<file path="src/rtl/mem_bridge.sv">
// rtl/mem_bridge.sv - core data-port to registered valid/ready bus bridge with stall and timeout
module mem_bridge #(
  parameter int unsigned TIMEOUT_CYCLES = 1024
) (
  input  logic        clk,
  input  logic        rstn,
  input  logic        core_req_i,
  input  logic        core_wen_i,
  input  logic [31:0] core_waddr_i,
  input  logic [31:0] core_wdata_i,
  input  logic [31:0] core_raddr_i,
  output logic [31:0] core_rdata_o,
  output logic        hold_flag_o,
  output logic        bus_valid_o,
  output logic        bus_wen_o,
  output logic [31:0] bus_addr_o,
  output logic [31:0] bus_wdata_o,
  input  logic        bus_ready_i,
  input  logic [31:0] bus_rdata_i,
  output logic        err_o,
  output logic [31:0] err_addr_o
);

  typedef enum logic [1:0] {IDLE, REQ, DONE} state_t;

  localparam bit          TO_EN    = (TIMEOUT_CYCLES != 0);
  localparam logic [15:0] CNT_LAST = 16'(TIMEOUT_CYCLES - 1);

  state_t      state_q, state_d;
  logic        valid_q, valid_d;
  logic        wen_q, wen_d;
  logic [31:0] addr_q, addr_d;
  logic [31:0] wdata_q, wdata_d;
  logic [31:0] rdata_q, rdata_d;
  logic [15:0] cnt_q, cnt_d;
  logic        err_q, err_d;
  logic [31:0] err_addr_q, err_addr_d;

  always_comb begin
    state_d    = state_q;
    wen_d      = wen_q;
    addr_d     = addr_q;
    wdata_d    = wdata_q;
    rdata_d    = rdata_q;
    cnt_d      = cnt_q;
    err_d      = err_q;
    err_addr_d = err_addr_q;
    case (state_q)
      IDLE: begin
        if (core_req_i) begin
          state_d = REQ;
          wen_d   = core_wen_i;
          addr_d  = core_wen_i ? core_waddr_i : core_raddr_i;
          wdata_d = core_wdata_i;
          cnt_d   = '0;
          err_d   = 1'b0;
        end
      end
      REQ: begin
        // Ready takes priority over a timeout landing in the same cycle.
        if (bus_ready_i) begin
          rdata_d = bus_rdata_i;
          state_d = DONE;
        end else if (TO_EN && (cnt_q == CNT_LAST)) begin
          rdata_d    = '0;
          err_addr_d = addr_q;
          err_d      = 1'b1;
          state_d    = DONE;
        end else if (cnt_q != 16'hFFFF) begin
          cnt_d = cnt_q + 16'd1;
        end
      end
      DONE: begin
        // The core still presents the old request here, so it is not sampled.
        state_d = IDLE;
        err_d   = 1'b0;
      end
      default: state_d = IDLE;
    endcase
    valid_d = (state_d == REQ);
  end

  always_ff @(posedge clk or negedge rstn) begin
    if (!rstn) begin
      state_q    <= IDLE;
      valid_q    <= 1'b0;
      wen_q      <= 1'b0;
      addr_q     <= '0;
      wdata_q    <= '0;
      rdata_q    <= '0;
      cnt_q      <= '0;
      err_q      <= 1'b0;
      err_addr_q <= '0;
    end else begin
      state_q    <= state_d;
      valid_q    <= valid_d;
      wen_q      <= wen_d;
      addr_q     <= addr_d;
      wdata_q    <= wdata_d;
      rdata_q    <= rdata_d;
      cnt_q      <= cnt_d;
      err_q      <= err_d;
      err_addr_q <= err_addr_d;
    end
  end

  assign hold_flag_o  = rstn & ((state_q == IDLE) ? core_req_i : (state_q == REQ));
  assign bus_valid_o  = valid_q;
  assign bus_wen_o    = wen_q;
  assign bus_addr_o   = addr_q;
  assign bus_wdata_o  = wdata_q;
  assign core_rdata_o = rdata_q;
  assign err_o        = err_q;
  assign err_addr_o   = err_addr_q;

endmodule

</file>
<file path="config.mk">
export PLATFORM = sky130hd
export DESIGN_NAME = mem_bridge
export DESIGN_NICKNAME = d
export VERILOG_FILES = /design/src/rtl/mem_bridge.sv
export SDC_FILE = /design/constraint.sdc
export NUM_CORES = 1
export LEC_CHECK = 0
export ABC_AREA = 1
export CORE_MARGIN = 2
export CORE_UTILIZATION = 26
export DETAILED_ROUTE_END_ITERATION = 8
export GPL_TIMING_DRIVEN = 0
export PLACE_DENSITY = 0.53
export SETUP_SLACK_MARGIN = 0.02
export SLEW_MARGIN = 20
export SYNTH_ARGS = -nofsm -noshare
export SYNTH_HDL_FRONTEND = slang
export SYNTH_SLANG_ARGS = --single-unit
</file>
<file path="constraint.sdc">
create_clock -name clk -period 1.7 [get_ports clk]
set_input_delay 0.34 -clock clk [delete_from_list [all_inputs] [get_ports clk]]
set_output_delay 0.34 -clock clk [all_outputs]
set_load 0.02 [all_outputs]
</file>
* Yosys cells after proc, flatten, opt, wreduce, memory -nomap -nowiden
Index checks and enable logic that the tools add are counted.
** Word-level totals
- Bits in registers :: 149
- Output and inout port bits :: 132
- Input port bits :: 133
- Logic and storage cells :: 48
** Operators by class
- Eq/ne operators :: 10
- Add/sub/neg operators :: 1
- Bitwise logic cells :: 2
- Muxes and demuxes :: 17
- Reduce and logical (&&, ||, !) cells :: 9
** Operators by type and width (count)
- $mux 32 :: 3
- $mux 16 :: 4
- $pmux 16 s2 :: 1
- $add 16x1->16 const B :: 1
- $eq 16x10->1 const B :: 1
- $ne 16x16->1 const B :: 1
- $ne 2x2->1 const B :: 5
- $mux 2 :: 3
- $reduce_and 5->1 :: 1
- $eq 2x1->1 const B :: 2
- $mux 1 :: 4
- $pmux 2 s2 :: 1
- $reduce_and 2->1 :: 2
- $reduce_and 4->1 :: 1
- $reduce_bool 2->1 :: 2
- $pmux 1 s3 :: 1
- $reduce_and 3->1 :: 1
- $reduce_bool 3->1 :: 1
- $eq 2x2->1 const B :: 1
- $logic_not 2->1 :: 1
- $and 1x1->1 :: 1
- $not 1->1 :: 1

* Logic depth before layout (Yosys ltp)
- Word-level depth :: 5
- Gate-level depth with buffers :: 12
- Gate-level depth less buffers :: 11

* Least setup slack after synthesis
No wires, ideal clock.
- Kind :: register to register
- Start :: reg cnt_q[0]
- End :: reg cnt_q[0]
- Required time :: 1.633 ns
- Stages on the path, launching flop included :: 11
- Setup slack :: 0.106 ns
- Setup time :: 0.067 ns
- Buffers on the path :: 0
- Data arrival time :: 1.527 ns
- Period minus slack after synthesis :: 1.594 ns
- Cells stage by stage :: dfrtp_1 -> ha_1 -> nand2_2 -> nor2_2 -> nand2_4 -> clkinv_4 -> nand2_2 -> nand2_2 -> nor2_1 -> nand3_1 -> nand2_1
** On the way
- Word-level cells in the longest chain between the ends :: 5
- Elaborated cells between the ends (all ways) :: 10
- Classes of those cells :: 1 x add/sub; 4 x eq/ne; 4 x mux; 1 x reduce/logical
** Ends and longest elaborated chain
- start: declaration :: line 35 : logic [15:0] cnt_q, cnt_d;
- start signal: assignment :: line 101 : cnt_q <= cnt_d;
- $add 16x1->16 :: line 70 : cnt_d = cnt_q + 16'd1;
- $mux 16 :: line 69 : end else if (cnt_q != 16'hFFFF) begin
- $mux 16 :: line 64 : end else if (TO_EN && (cnt_q == CNT_LAST)) begin
- $mux 16 :: line 61 : if (bus_ready_i) begin
- $pmux 16 s2 :: line 48 : case (state_q)
Parallel ways exist; a longest one is shown, timed or not. The select of a mux whose other input is x is not followed.
A chain may end at the register's enable or synchronous reset.

* Worst setup path in the final report
- Start :: reg cnt_q[0]
- End :: reg cnt_q[9]
The elaborated chain is that of the path after synthesis.

==> metrics.csv <==
metric,value,unit
slew_headroom,0.5830,
final_common_cell,nand2_1,
place.gp.congestion,0.8048,
root_buffer,clkbuf_16,
h-tree-depth,4,
vias,6107,
rsz0062_at_grt,yes,
initial_utilization,0.2651,
drv_slew,0,
grt_max_degree,80,
grt_overflow,0,
synth_area,6447,sq um
fin_nets,1211,
peakVddDrop,0.6852,mV
min-delay-path-class,input pin to async pin,
start_kind,flip-flop,
arrival,1.96,ns
die_area,26070,sq um
cts_buffers,17,
crit_top_cell,nor2_4,
cp-end-kind,flip-flop,
crit_chain,"ha_2, nand2_2, nor2_4, nand2_4, buf_6, nor2_4, nor2_4, nand2_8, clkbuf_16, nand2_2, nand2_1",
violations,hold timing,
ys_warn_count,0,
drt_iter0_markers,273,
syn-instance-count,780,
io_pins,265,
maxCapViolCount,0,
drive_gt1_frac,0.1084,
clkSinkCount,149,
wl_met1,8910,um
diodes,0,
cp_max_fo,5,
routed_wl,21020,um
topRoutingLayerUsed,met4,
drcViolationCount,0,
status,"complete, but fails checks",
cts_tree,yes,
syn_avg_cell_area,8.266,sq um
vias_per_cell,4.322,
grtUsageTotal,0.1620,
io_buffers,262,
ant_nets,0,
fin_crit,1.656,ns
met2_length,9916,um
mostFrequentLayoutCells,"nand2_1 (318), dfrtp_1 (147), dlygate4sd2_1 (131), clkdlybuf4s50_1 (129), nor2_1 (57)",
wl_met3,1904,um
post_drt_wl_per_cell,14.88,um
cpLargestDelayFamily,simple AND/OR/NAND/NOR gates,
fin_skew,0.01699,ns
crit_required,2.01,ns
antenna_found_initial,0,
setup_tns,0,ns
core_area,24320,sq um
clk_pin_slew,0.07,ns
die_w,161.5,um
fin_cells,1413,
ys_ff_latch,149,
clk_latency,0.43,ns
fmax,603.9,MHz
period_share,0.9741,
worst_pin_slew,0.6255,ns
std_cell_rows,57,
critPathKind,flip-flop to flip-flop,
cts_buffer_depth,2,
die_h,161.5,um
synth_seq_area_share,0.5783,
slowest_stage,dfrtp_1,
cellPowerDensity,1515,nW/um^2
dp_cells,1367,
critPathBufInv,2,
grt_pass1_vias,6014,
num-fill-cells,2537,
setup_violations,0,
timing.hold.ws,-0.09765,ns
dr.pass1.iters,4,
ys_types,27,
grt_pass1_wl,33000,um
area_growth_syn_to_layout,60.35,%
hold_viol_final,77,
p_leak,0.005288,uW
hpwl,15370,um
max_stage_delay,0.41,ns
syn_nets,914,
-- final cells by class --
cell class	instances	area, sq um	area share
Clock inverter	14	156.4	0.01513
Multi-Input combinational cell	545	2511	0.2429
Buffer	37	257.7	0.02493
Sequential cell	149	3731	0.3609
Tap cell	324	405.4	0.03921
Inverter	49	197.7	0.01912
Timing Repair Buffer	278	2654	0.2567
Clock buffer	17	425.4	0.04115
-- worst register-to-register path, cell delays in order (launching register included) --
cell and delay, ns:
dfrtp_1 0.41, ha_2 0.21, nand2_2 0.10, nor2_4 0.05, nand2_4 0.08, buf_6 0.13
nor2_4 0.04, nor2_4 0.16, nand2_8 0.09, clkbuf_16 0.17, nand2_2 0.05, nand2_1 0.05
-- metal layers --
metal / up-vias / track usage
met5: - / 0
met4: 0 / 0.04667
met3: 19 / 0.06831
met2: 191 / 0.2646
met1: 2843 / 0.1958
li1: 3054 / -
-- final timing paths --
path | end | slack [ns] | cells past startpoint | start
max | cnt_q[9]$_DFFE_PN0P_ | 0.04 | 11 | cnt_q[0]$_DFFE_PN0P_
min | core_rdata_o[23]$_DFFE_PN0P_ | -0.1 | 1 | rstn
max reg2reg | cnt_q[9]$_DFFE_PN0P_ | 0.04 | 11 | cnt_q[0]$_DFFE_PN0P_
min reg2reg | core_rdata_o[23]$_DFFE_PN0P_ | 0.47 | 2 | core_rdata_o[23]$_DFFE_PN0P_
max in group asynchronous | core_rdata_o[11]$_DFFE_PN0P_ | 1.00 | 2 | rstn
min in group clk | bus_addr_o[31]$_DFFE_PN0P_ | 0.28 | 3 | core_wen_i
-- cell families after synthesis --
logic type / Yosys count / share of synthesized area
DFF: 149 / 0.5783
and+or+nand+nor: 469 / 0.2965
adders and majority gates: 1 / 0.001940
AOI/OAI and AO/OA: 69 / 0.06055
xor gates and xnor gates: 6 / 0.008151
buffers and inverters: 86 / 0.05453
-- cell usage after synthesis (all sizes together) --
library cell	number	area, sq um
ha	1	12.51
xor2	4	35.03
a31oi	32	200.2
nand4	4	40.04
o21ai	35	175.2
inv	47	176.4
or2	1	6.260
nor2	67	269.0
nor3b	1	7.510
clkbuf	23	86.33
buf	14	76.32
nand2	344	1324
nand3	50	250.2
o21bai	2	15.01
xnor2	2	17.52
clkinv	2	12.51
nand3b	2	15.01
dfrtp	149	3729
-- stage by stage --
stage | instance area (sq um) | setup WS, ns | util | total power (uW) | hold WS [ns]
after floorplan | 6447 | 0.1061 | - | 8850 | 0.04441
after global placement | 9475 | -6.415 | 0.3896 | 12370 | 0.4539
after detailed placement | 9508 | -0.5031 | 0.3910 | 12390 | 0.3819
after CTS | 10070 | -0.01134 | 0.4140 | 15540 | -0.07122
after global routing | 10340 | -0.03504 | 0.4251 | 16720 | -0.06584
final | 10340 | 0.04399 | 0.4251 | 15660 | -0.09765
-- repair_timing --
| item | CTS | global route |
|---|---|---|
| resized for setup | 165 | 65 |
| hold endpoints to repair | 77 | 77 |
| gates cloned | 0 | 1 |
| endpoints found under the setup margin | 274 | 139 |
| buffers inserted | 7 | 7 |
| pin swaps | 8 | 14 |
-- report_power, final --
group | switching, uW | total, uW | leakage [uW] | internal, uW
Clock | 1690 | 3770 | 0.000287 | 2080
Sequential | 724 | 5450 | 0.00188 | 4720
Combinational | 3930 | 6450 | 0.00313 | 2510
Total | 6350 | 15700 | 0.00529 | 9320
-- registers in the layout, summed over array words and instances, names as in the netlist --
register and cells:
core_rdata_o 32, state_q 2, bus_wdata_o 32, cnt_q 16, err_o 1, err_addr_o 32, bus_wen_o 1, bus_addr_o 32
bus_valid_o 1
Note: power is estimated with default switching activity, not from simulation.
